**src/rtl/pc_sequencer.sv**
```systemverilog
// Program-counter sequencer: RUN/LOAD/HALT control, branch and jump target
// selection, and a return-address stack with sticky overflow/underflow flags.
module pc_sequencer #(
  parameter int PC_W      = 11,
  parameter int RAS_DEPTH = 4
) (
  input  logic            clk,
  input  logic            rst,
  input  logic            inst_load,
  input  logic            data_load,
  input  logic            load_valid,
  input  logic            stall,
  input  logic            halt,
  input  logic [1:0]      is_jump,
  input  logic [1:0]      jmp_sel,
  input  logic            br_taken,
  input  logic [15:0]     br_off,
  input  logic [PC_W-1:0] jmp_tgt,
  input  logic [PC_W-1:0] reg_tgt,
  output logic [PC_W-1:0] pc_curr,
  output logic [PC_W-1:0] link_addr,
  output logic [1:0]      state,
  output logic            ras_empty,
  output logic            ras_full,
  output logic            ras_ovf,
  output logic            ras_unf
);

  localparam int CNT_W = $clog2(RAS_DEPTH + 1);
  localparam int IDX_W = $clog2(RAS_DEPTH);

  typedef enum logic [1:0] {
    ST_RUN  = 2'b00,
    ST_LOAD = 2'b01,
    ST_HALT = 2'b10
  } state_e;

  state_e            state_r, state_nxt_s;
  logic [PC_W-1:0]   pc_r, pc_nxt_s;
  logic [CNT_W-1:0]  cnt_r, cnt_nxt_s;
  logic [PC_W-1:0]   ras_mem_r [RAS_DEPTH];
  logic              ovf_r, unf_r;
  logic              push_s, ovf_set_s, unf_set_s, load_req_s;
  logic [IDX_W-1:0]  top_idx_s;
  logic [PC_W-1:0]   br_off_s, br_tgt_s, top_s;

  assign load_req_s = inst_load | data_load;
  assign link_addr  = pc_r + PC_W'(1);
  // Offset is sign-extended (or truncated) to PC width; the sum wraps mod 2^PC_W.
  assign br_off_s   = PC_W'($signed(br_off));
  assign br_tgt_s   = pc_r + PC_W'(1) + br_off_s;
  assign top_idx_s  = IDX_W'(cnt_r - CNT_W'(1));
  assign top_s      = ras_mem_r[top_idx_s];

  assign pc_curr   = pc_r;
  assign state     = state_r;
  assign ras_empty = (cnt_r == CNT_W'(0));
  assign ras_full  = (cnt_r == CNT_W'(RAS_DEPTH));
  assign ras_ovf   = ovf_r;
  assign ras_unf   = unf_r;

  // Next-state, next-PC and stack-control decode in priority order.
  always_comb begin
    state_nxt_s = state_r;
    pc_nxt_s    = pc_r;
    cnt_nxt_s   = cnt_r;
    push_s      = 1'b0;
    ovf_set_s   = 1'b0;
    unf_set_s   = 1'b0;
    case (state_r)
      ST_RUN, ST_HALT: begin
        if (load_req_s) begin
          state_nxt_s = ST_LOAD;
          pc_nxt_s    = '0;
        end else if (state_r == ST_HALT) begin
          pc_nxt_s = pc_r;
        end else if (stall) begin
          pc_nxt_s = pc_r;
        end else if (halt) begin
          state_nxt_s = ST_HALT;
        end else if (is_jump == 2'b10) begin
          case (jmp_sel)
            2'b00: pc_nxt_s = jmp_tgt;
            2'b01: pc_nxt_s = reg_tgt;
            2'b10: begin
              pc_nxt_s = jmp_tgt;
              if (ras_full) begin
                ovf_set_s = 1'b1;
              end else begin
                push_s    = 1'b1;
                cnt_nxt_s = cnt_r + CNT_W'(1);
              end
            end
            2'b11: begin
              if (ras_empty) begin
                pc_nxt_s  = reg_tgt;
                unf_set_s = 1'b1;
              end else begin
                pc_nxt_s  = top_s;
                cnt_nxt_s = cnt_r - CNT_W'(1);
              end
            end
            default: pc_nxt_s = pc_r + PC_W'(1);
          endcase
        end else if ((is_jump == 2'b01) && br_taken) begin
          pc_nxt_s = br_tgt_s;
        end else begin
          pc_nxt_s = pc_r + PC_W'(1);
        end
      end
      ST_LOAD: begin
        if (load_req_s) begin
          if (load_valid) begin
            pc_nxt_s = pc_r + PC_W'(1);
          end else begin
            pc_nxt_s = pc_r;
          end
        end else begin
          state_nxt_s = ST_RUN;
          pc_nxt_s    = '0;
          cnt_nxt_s   = '0;
        end
      end
      default: begin
        state_nxt_s = ST_RUN;
        pc_nxt_s    = '0;
        cnt_nxt_s   = '0;
      end
    endcase
  end

  // Control state, PC, stack depth and sticky flags.
  always_ff @(posedge clk) begin
    if (rst) begin
      state_r <= ST_RUN;
      pc_r    <= '0;
      cnt_r   <= '0;
      ovf_r   <= 1'b0;
      unf_r   <= 1'b0;
    end else begin
      state_r <= state_nxt_s;
      pc_r    <= pc_nxt_s;
      cnt_r   <= cnt_nxt_s;
      ovf_r   <= ovf_r | ovf_set_s;
      unf_r   <= unf_r | unf_set_s;
    end
  end

  // Return-address storage; contents past the depth counter are don't-care.
  always_ff @(posedge clk) begin
    if (!rst && push_s) begin
      ras_mem_r[cnt_r[IDX_W-1:0]] <= link_addr;
    end
  end

endmodule
```
**config.mk**
```make
export PLATFORM = sky130hd
export DESIGN_NAME = pc_sequencer
export DESIGN_NICKNAME = d
export VERILOG_FILES = /design/src/rtl/pc_sequencer.sv
export SDC_FILE = /design/constraint.sdc
export NUM_CORES = 1
export LEC_CHECK = 0
export CORE_MARGIN = 10
export CORE_UTILIZATION = 47
export DETAILED_ROUTE_END_ITERATION = 6
export GPL_TIMING_DRIVEN = 0
export PLACE_DENSITY_LB_ADDON = 0.05
export SETUP_SLACK_MARGIN = 0.02
export SYNTH_ARGS = -nofsm -noshare
export SYNTH_HDL_FRONTEND = slang
export SYNTH_SLANG_ARGS = --single-unit
export TNS_END_PERCENT = 100
```
**constraint.sdc**
```tcl
create_clock -name clk -period 3.6 [get_ports clk]
set_input_delay 0.54 -clock clk [delete_from_list [all_inputs] [get_ports clk]]
set_output_delay 0.54 -clock clk [all_outputs]
set_load 0.005 [all_outputs]
```
Word-level counts from Yosys, hierarchy flattened

Memories as Yosys holds them, arrays and structs flattened.
Index checks and enable logic that the tools add are counted.

Input bits: 50
Word-level logic and storage cells: 99
Memories: 1
Bits in writable memories: 44
Register bits after elaboration: 18

Add/subtract/negate cells: 4
Reduce and logical (&&, ||, !) cells: 11
Eq/ne operators: 22
Bitwise logic cells: 3
Multiplexer cells: 53

Memory list:

| memory    | words | bits a word | rd ports | clocked after Yosys merged registers in | wr ports | RTL line | source |
|---|---|---|---|---|---|---|---|
| ras_mem_r | 4     | 11          | 1        | 0                                       | 1        | 41       | `logic [PC_W-1:0] ras_mem_r [RAS_DEPTH];` |

Operator list:

| operator                                                                | number |
|---|---|
| 11-bit 2-to-1 mux                                                       | 9 |
| 11-bit case mux with 3 select lines                                     | 1 |
| 1-bit 2-to-1 mux                                                        | 26 |
| 3-bit 2-to-1 mux                                                        | 8 |
| 11-bit case mux with 2 select lines                                     | 1 |
| 3-bit inequality test, second input constant                            | 7 |
| 2-bit inequality test, second input constant                            | 6 |
| 3-bit case mux with 2 select lines                                      | 2 |
| 11-bit by 1-bit adder with 11-bit output, second input constant         | 1 |
| 11-bit adder                                                            | 1 |
| 2-bit 2-to-1 mux                                                        | 5 |
| 9-bit AND reduction                                                     | 1 |
| 2-bit equality test, second input constant                              | 4 |
| 4-bit AND reduction                                                     | 2 |
| 2-bit by 1-bit equality test with 1-bit output, second input constant   | 3 |
| 2-bit logical NOT                                                       | 2 |
| 2-bit case mux with 2 select lines                                      | 1 |
| 2-bit OR reduction                                                      | 2 |
| 3-bit by 1-bit adder with 3-bit output, second input constant           | 1 |
| 3-bit equality test, second input constant                              | 1 |
| 3-bit logical NOT                                                       | 1 |
| 3-bit by 1-bit inequality test with 1-bit output, second input constant | 1 |
| 1-bit OR                                                                | 3 |
| 3-bit by 1-bit subtractor with 3-bit output, second input constant      | 1 |
| other kinds (2)                                                         | 3 |

Depth between registers and ports, before layout

Word-level depth: 12
Mapped depth: 11

Worst setup path after synthesis

OpenSTA, ideal clock, no wires.

Kind: reg-to-reg
From: register pc_r[0], in the netlist pc_curr[0]
To: register pc_r[10], in the netlist pc_curr[10]
Stages on the path, launching flop included: 12
Clock period less this slack: 2.916 ns
Library setup time: 0.087 ns
Data required time: 3.513 ns
Setup slack: 0.684 ns
Arrival: 2.829 ns
Cell sequence: dfxtp_1 ha_1 nand2_1 nor3_1 xor2_1 ha_1 o21ai_0 o21ai_1 or3_1 a21o_1 and3_1 o31ai_1

Cells in the longest elaborated chain, start to end: 9

RTL lines:

| element                                  | RTL line | source |
|---|---|---|
| start: declaration                       | 39       | `logic [PC_W-1:0] pc_r, pc_nxt_s;` |
| start signal: assignment                 | 142      | `pc_r <= pc_nxt_s;` |
| 11-bit by 1-bit adder with 11-bit output | -        |  |
| net link_addr[8]                         | 21       | `output logic [PC_W-1:0] link_addr,` |
| 11-bit adder                             | 51       | `assign br_tgt_s = pc_r + PC_W'(1) + br_off_s;` |
| 11-bit 2-to-1 mux                        | 105      | `end else if ((is_jump == 2'b01) && br_taken) begin` |
| 11-bit 2-to-1 mux                        | 81       | `end else if (is_jump == 2'b10) begin` |
| 11-bit 2-to-1 mux                        | 79       | `end else if (halt) begin` |
| 11-bit 2-to-1 mux                        | 77       | `end else if (stall) begin` |
| 11-bit 2-to-1 mux                        | 75       | `end else if (state_r == ST_HALT) begin` |
| 11-bit 2-to-1 mux                        | 72       | `if (load_req_s) begin` |
| 11-bit case mux with 2 select lines      | 70       | `case (state_r)` |

The timed path passes the listed nets, and every way through them passes these cells. The select of a mux whose other input is x is not followed.
A chain may end at the register's enable or synchronous reset.

Final worst setup path

From: register pc_r[0], in the netlist pc_curr[0]
To: register pc_r[10], in the netlist pc_curr[10]

Cells in the longest elaborated chain, start to end: 9

RTL lines:

| element                                      | RTL line |
|---|---|
| 11-bit by 1-bit adder with 11-bit output (*) | 51, 108, 114 |
| 11-bit adder                                 | 51 |
| 11-bit 2-to-1 mux                            | 105 |
| 11-bit 2-to-1 mux                            | 81 |
| 11-bit 2-to-1 mux                            | 79 |
| 11-bit 2-to-1 mux                            | 77 |
| 11-bit 2-to-1 mux                            | 75 |
| 11-bit 2-to-1 mux                            | 72 |
| 11-bit case mux with 2 select lines (*)      | 70 |

Every way passes the cells marked *; elsewhere a longest branch is shown, timed or not. The select of a mux whose other input is x is not followed.

==> results.sh <==
export IMPL_vias_per_cell=5.66
export IMPL_setup_viol=0
export IMPL_die_x_um=109
export IMPL_holdBufCountCts=0
export IMPL_io_buffer_count=69
export IMPL_stdcell_area_sq_um=4730
export IMPL_first_iter_violations=123
export IMPL_root_buffer="clkbuf_8"
export IMPL_reg2reg_slack_ps=230
export IMPL_synth_seq_cells=62
export IMPL_path_cells="ha_1, nand2_1, nor2_1, xnor2_1, ha_1, a211oi_1, o21ai_1, or3_1, a21o_1, and3_1, o31ai_1"
export IMPL_wirelength_mm=10.4
export IMPL_row_count=32
export IMPL_max_vdd_ir_drop_v=0.000244
export IMPL_drive_gt1_share_pct=9.40
export IMPL_max_cap_violations=0
export IMPL_grt_first_pass_wirelength_mm=16.6
export IMPL_antenna_cells=0
export IMPL_yosysSeqAreaShare_pct=45.5
export IMPL_hold_path_class="flip-flop to flip-flop"
export IMPL_synthCells=352
export IMPL_synth_edf_count=44
export IMPL_path_class="flip-flop to flip-flop"
export IMPL_synth_top_family_by_area="compound AO/OA/AOI/OAI gates"
export IMPL_synth_mux_area_share_pct=9.14
export IMPL_path_clk_slew_ps=70
export IMPL_core_sq_um=7690
export IMPL_die_y_um=109
export IMPL_drc_errors=0
export IMPL_hold_viol=0
export IMPL_synthSimpleGateAreaFrac_pct=13.5
export IMPL_synth_top_cell_area_share_pct=35.8
export IMPL_final_cells=538
export IMPL_leakage_nw=1.69
export IMPL_synth_xor_area_share_pct=4.27
export IMPL_finClkSkew_ps=8.96
export IMPL_crit_path_max_incr_delay_ps=550
export IMPL_power_density_nw_per_um2=340
export IMPL_slew_headroom_pct=50.7
export IMPL_clockBufferDepth=2
export IMPL_yosysMostFrequentCell="edfxtp_1"
export IMPL_initial_core_util_pct=48.1
export IMPL_grt_max_degree=12
export IMPL_slew_viol_final=0
export IMPL_crit_path_start_kind="flip-flop"
export IMPL_syn_avg_cell_area_sq_um=10.5
export IMPL_dieArea_sq_um=11800
export IMPL_cts_sinks=62
export IMPL_cts_tree="done"
export IMPL_period_share_pct=93.7
export IMPL_cts_buffers=9
export IMPL_grt_pass1_vias=3192
export IMPL_cp_common_cell="ha_1"
export IMPL_place_gp_congestion=0.851
export IMPL_ys_types=53
export IMPL_placed_cell_area_sq_um=4510
export IMPL_dp_hpwl_mm=8.02
export IMPL_fill_cells=683
export IMPL_insertion_delay_ps=330
export IMPL_synth_ff_type="edfxtp_1"
export IMPL_ant_nets=0
export IMPL_post_cts_buffers=0
export IMPL_cp_max_fo=7
export IMPL_async_flop_share_pct=0
export IMPL_detail_route_wl_per_cell_um=19.4
export IMPL_crit_path_end_kind="flip-flop"
export IMPL_max_freq_mhz=297
export IMPL_fin_nets=499
export IMPL_status="finished clean"
export IMPL_grtUsageTotal_pct=18.1
export IMPL_netlist_area_sq_um=3690
export IMPL_synth_compound_area_share_pct=18.0
export IMPL_drt_first_pass_iters=4
export IMPL_synth_top_cell_by_area="edfxtp_1"
export IMPL_rsz0062_at_grt="yes"
export IMPL_area_growth_pct=28.1
export IMPL_vias=3046
export IMPL_arrival_ps=3610
export IMPL_crit_required_ps=3830
export IMPL_antenna_found_initial=0
export IMPL_min_period_ps=3370
export IMPL_yosysWarnings=0
export IMPL_synthTopCellsByCount="edfxtp_1, nor2_1, a21oi_1"
export IMPL_placed_cells=523
export IMPL_htree_levels=3
export IMPL_grt_overflow=0
export IMPL_critical_path_slowest_cell="xnor2_1"
export IMPL_worstMarginPinSlew_ps=737
export IMPL_synth_fa_ha_area_share_pct=5.96
export IMPL_netlist_top_cells_area="edfxtp_1, dfxtp_1, mux4_2, ha_1, nor2_1"
export IMPL_ioPinCount=78
export IMPL_syn_nets=419
export IMPL_fin_hold_ws_ps=493
==> cell type report <==
| cell class | count | area, sq um | share of cell area, % |
|---|---|---|---|
| plain buffers | 18 | 86.3 | 1.82 |
| clock buffers | 10 | 128 | 2.70 |
| clock inverters | 5 | 51.3 | 1.08 |
| inverters | 12 | 45.0 | 0.951 |
| multi-input cells | 260 | 1920 | 40.6 |
| flip-flops and latches | 62 | 1680 | 35.5 |
| well taps | 102 | 128 | 2.70 |
| repair buffers | 69 | 691 | 14.6 |
==> worst max-delay path, delay by kind of cell (launching register included) <==
kind / cells / cell delay (ps)
compound gates: 4 / 810
flops: 1 / 360
xor+xnor: 1 / 550
simple gates: 4 / 850
fa+ha+maj: 2 / 700
==> cell families after synthesis <==
group | Yosys count
adder cells (fa/ha/maj) | 17
XOR/XNOR | 18
AND/OR/NAND/NOR | 105
multiplexers | 20
flip-flops | 62
buffers and inverters | 30
AO/OA/AOI/OAI | 100
==> repair_timing <==
action | CTS | global route
resized for setup | 0 | 6
endpoints found under the hold margin | 0 | 0
endpoints found under the setup margin | 0 | 2
==> layout by cell type (no fill, tap or decap), types with 4 or more instances in the layout <==
cell type	instances
a211oi_1	9
a21o_1	5
o22ai_1	6
mux4_2	11
a22oi_1	6
dfxtp_1	18
xnor2_1	9
mux2i_1	9
a21oi_1	26
nand2_1	21
edfxtp_1	44
o21bai_1	4
inv_1	12
ha_1	16
o21ai_0	16
nor2_1	37
clkbuf_8	9
o31ai_1	4
xor2_1	4
and2_1	5
nor3_1	11
clkdlybuf4s50_1	69
clkbuf_1	14
nand3_1	9
==> stage by stage <==
stage,setup TNS [ps],utilization (%),setup slack [ps],power [mW]
6_report,0,61.6,228,1.61
5_1_grt,-70.2,61.6,-70.2,1.68
4_1_cts,0,61.0,65.3,1.62
3_5_place_dp,0,58.7,61.4,1.06
3_3_place_gp,0,58.7,156,1.06
2_1_floorplan,0,-,684,0.946
==> report_power, final <==
part	total [mW]	internal [mW]	switching [mW]
Sequential	0.768	0.762	0.00637
Clock	0.566	0.311	0.255
Combinational	0.277	0.137	0.140
Total	1.61	1.21	0.402
==> flip-flops by register name (all words and copies together), names as in the netlist <==
register / count
pc_curr: 11
state: 2
ras_mem_r: 44
cnt_r: 3
ras_unf: 1
ras_ovf: 1
==> path summary, 6_finish.rpt <==
kind | depth (start not counted) | start | to
hold / removal | 2 | ras_unf | ras_unf
setup / recovery | 11 | pc_curr[0] | pc_curr[10]
setup reg to reg | 11 | pc_curr[0] | pc_curr[10]
hold reg to reg | 2 | ras_unf | ras_unf
==> routing by layer <==
layer | vias up | GRT usage (%) | wire [um]
li1 | 1493 | - | -
met4 | 0 | 5.18 | 98
met2 | 56 | 31.5 | 5330
met3 | 8 | 3.54 | 469
met5 | - | 0 | 0
met1 | 1489 | 22.3 | 4520
No activity file was read; power rests on OpenSTA's default activity.
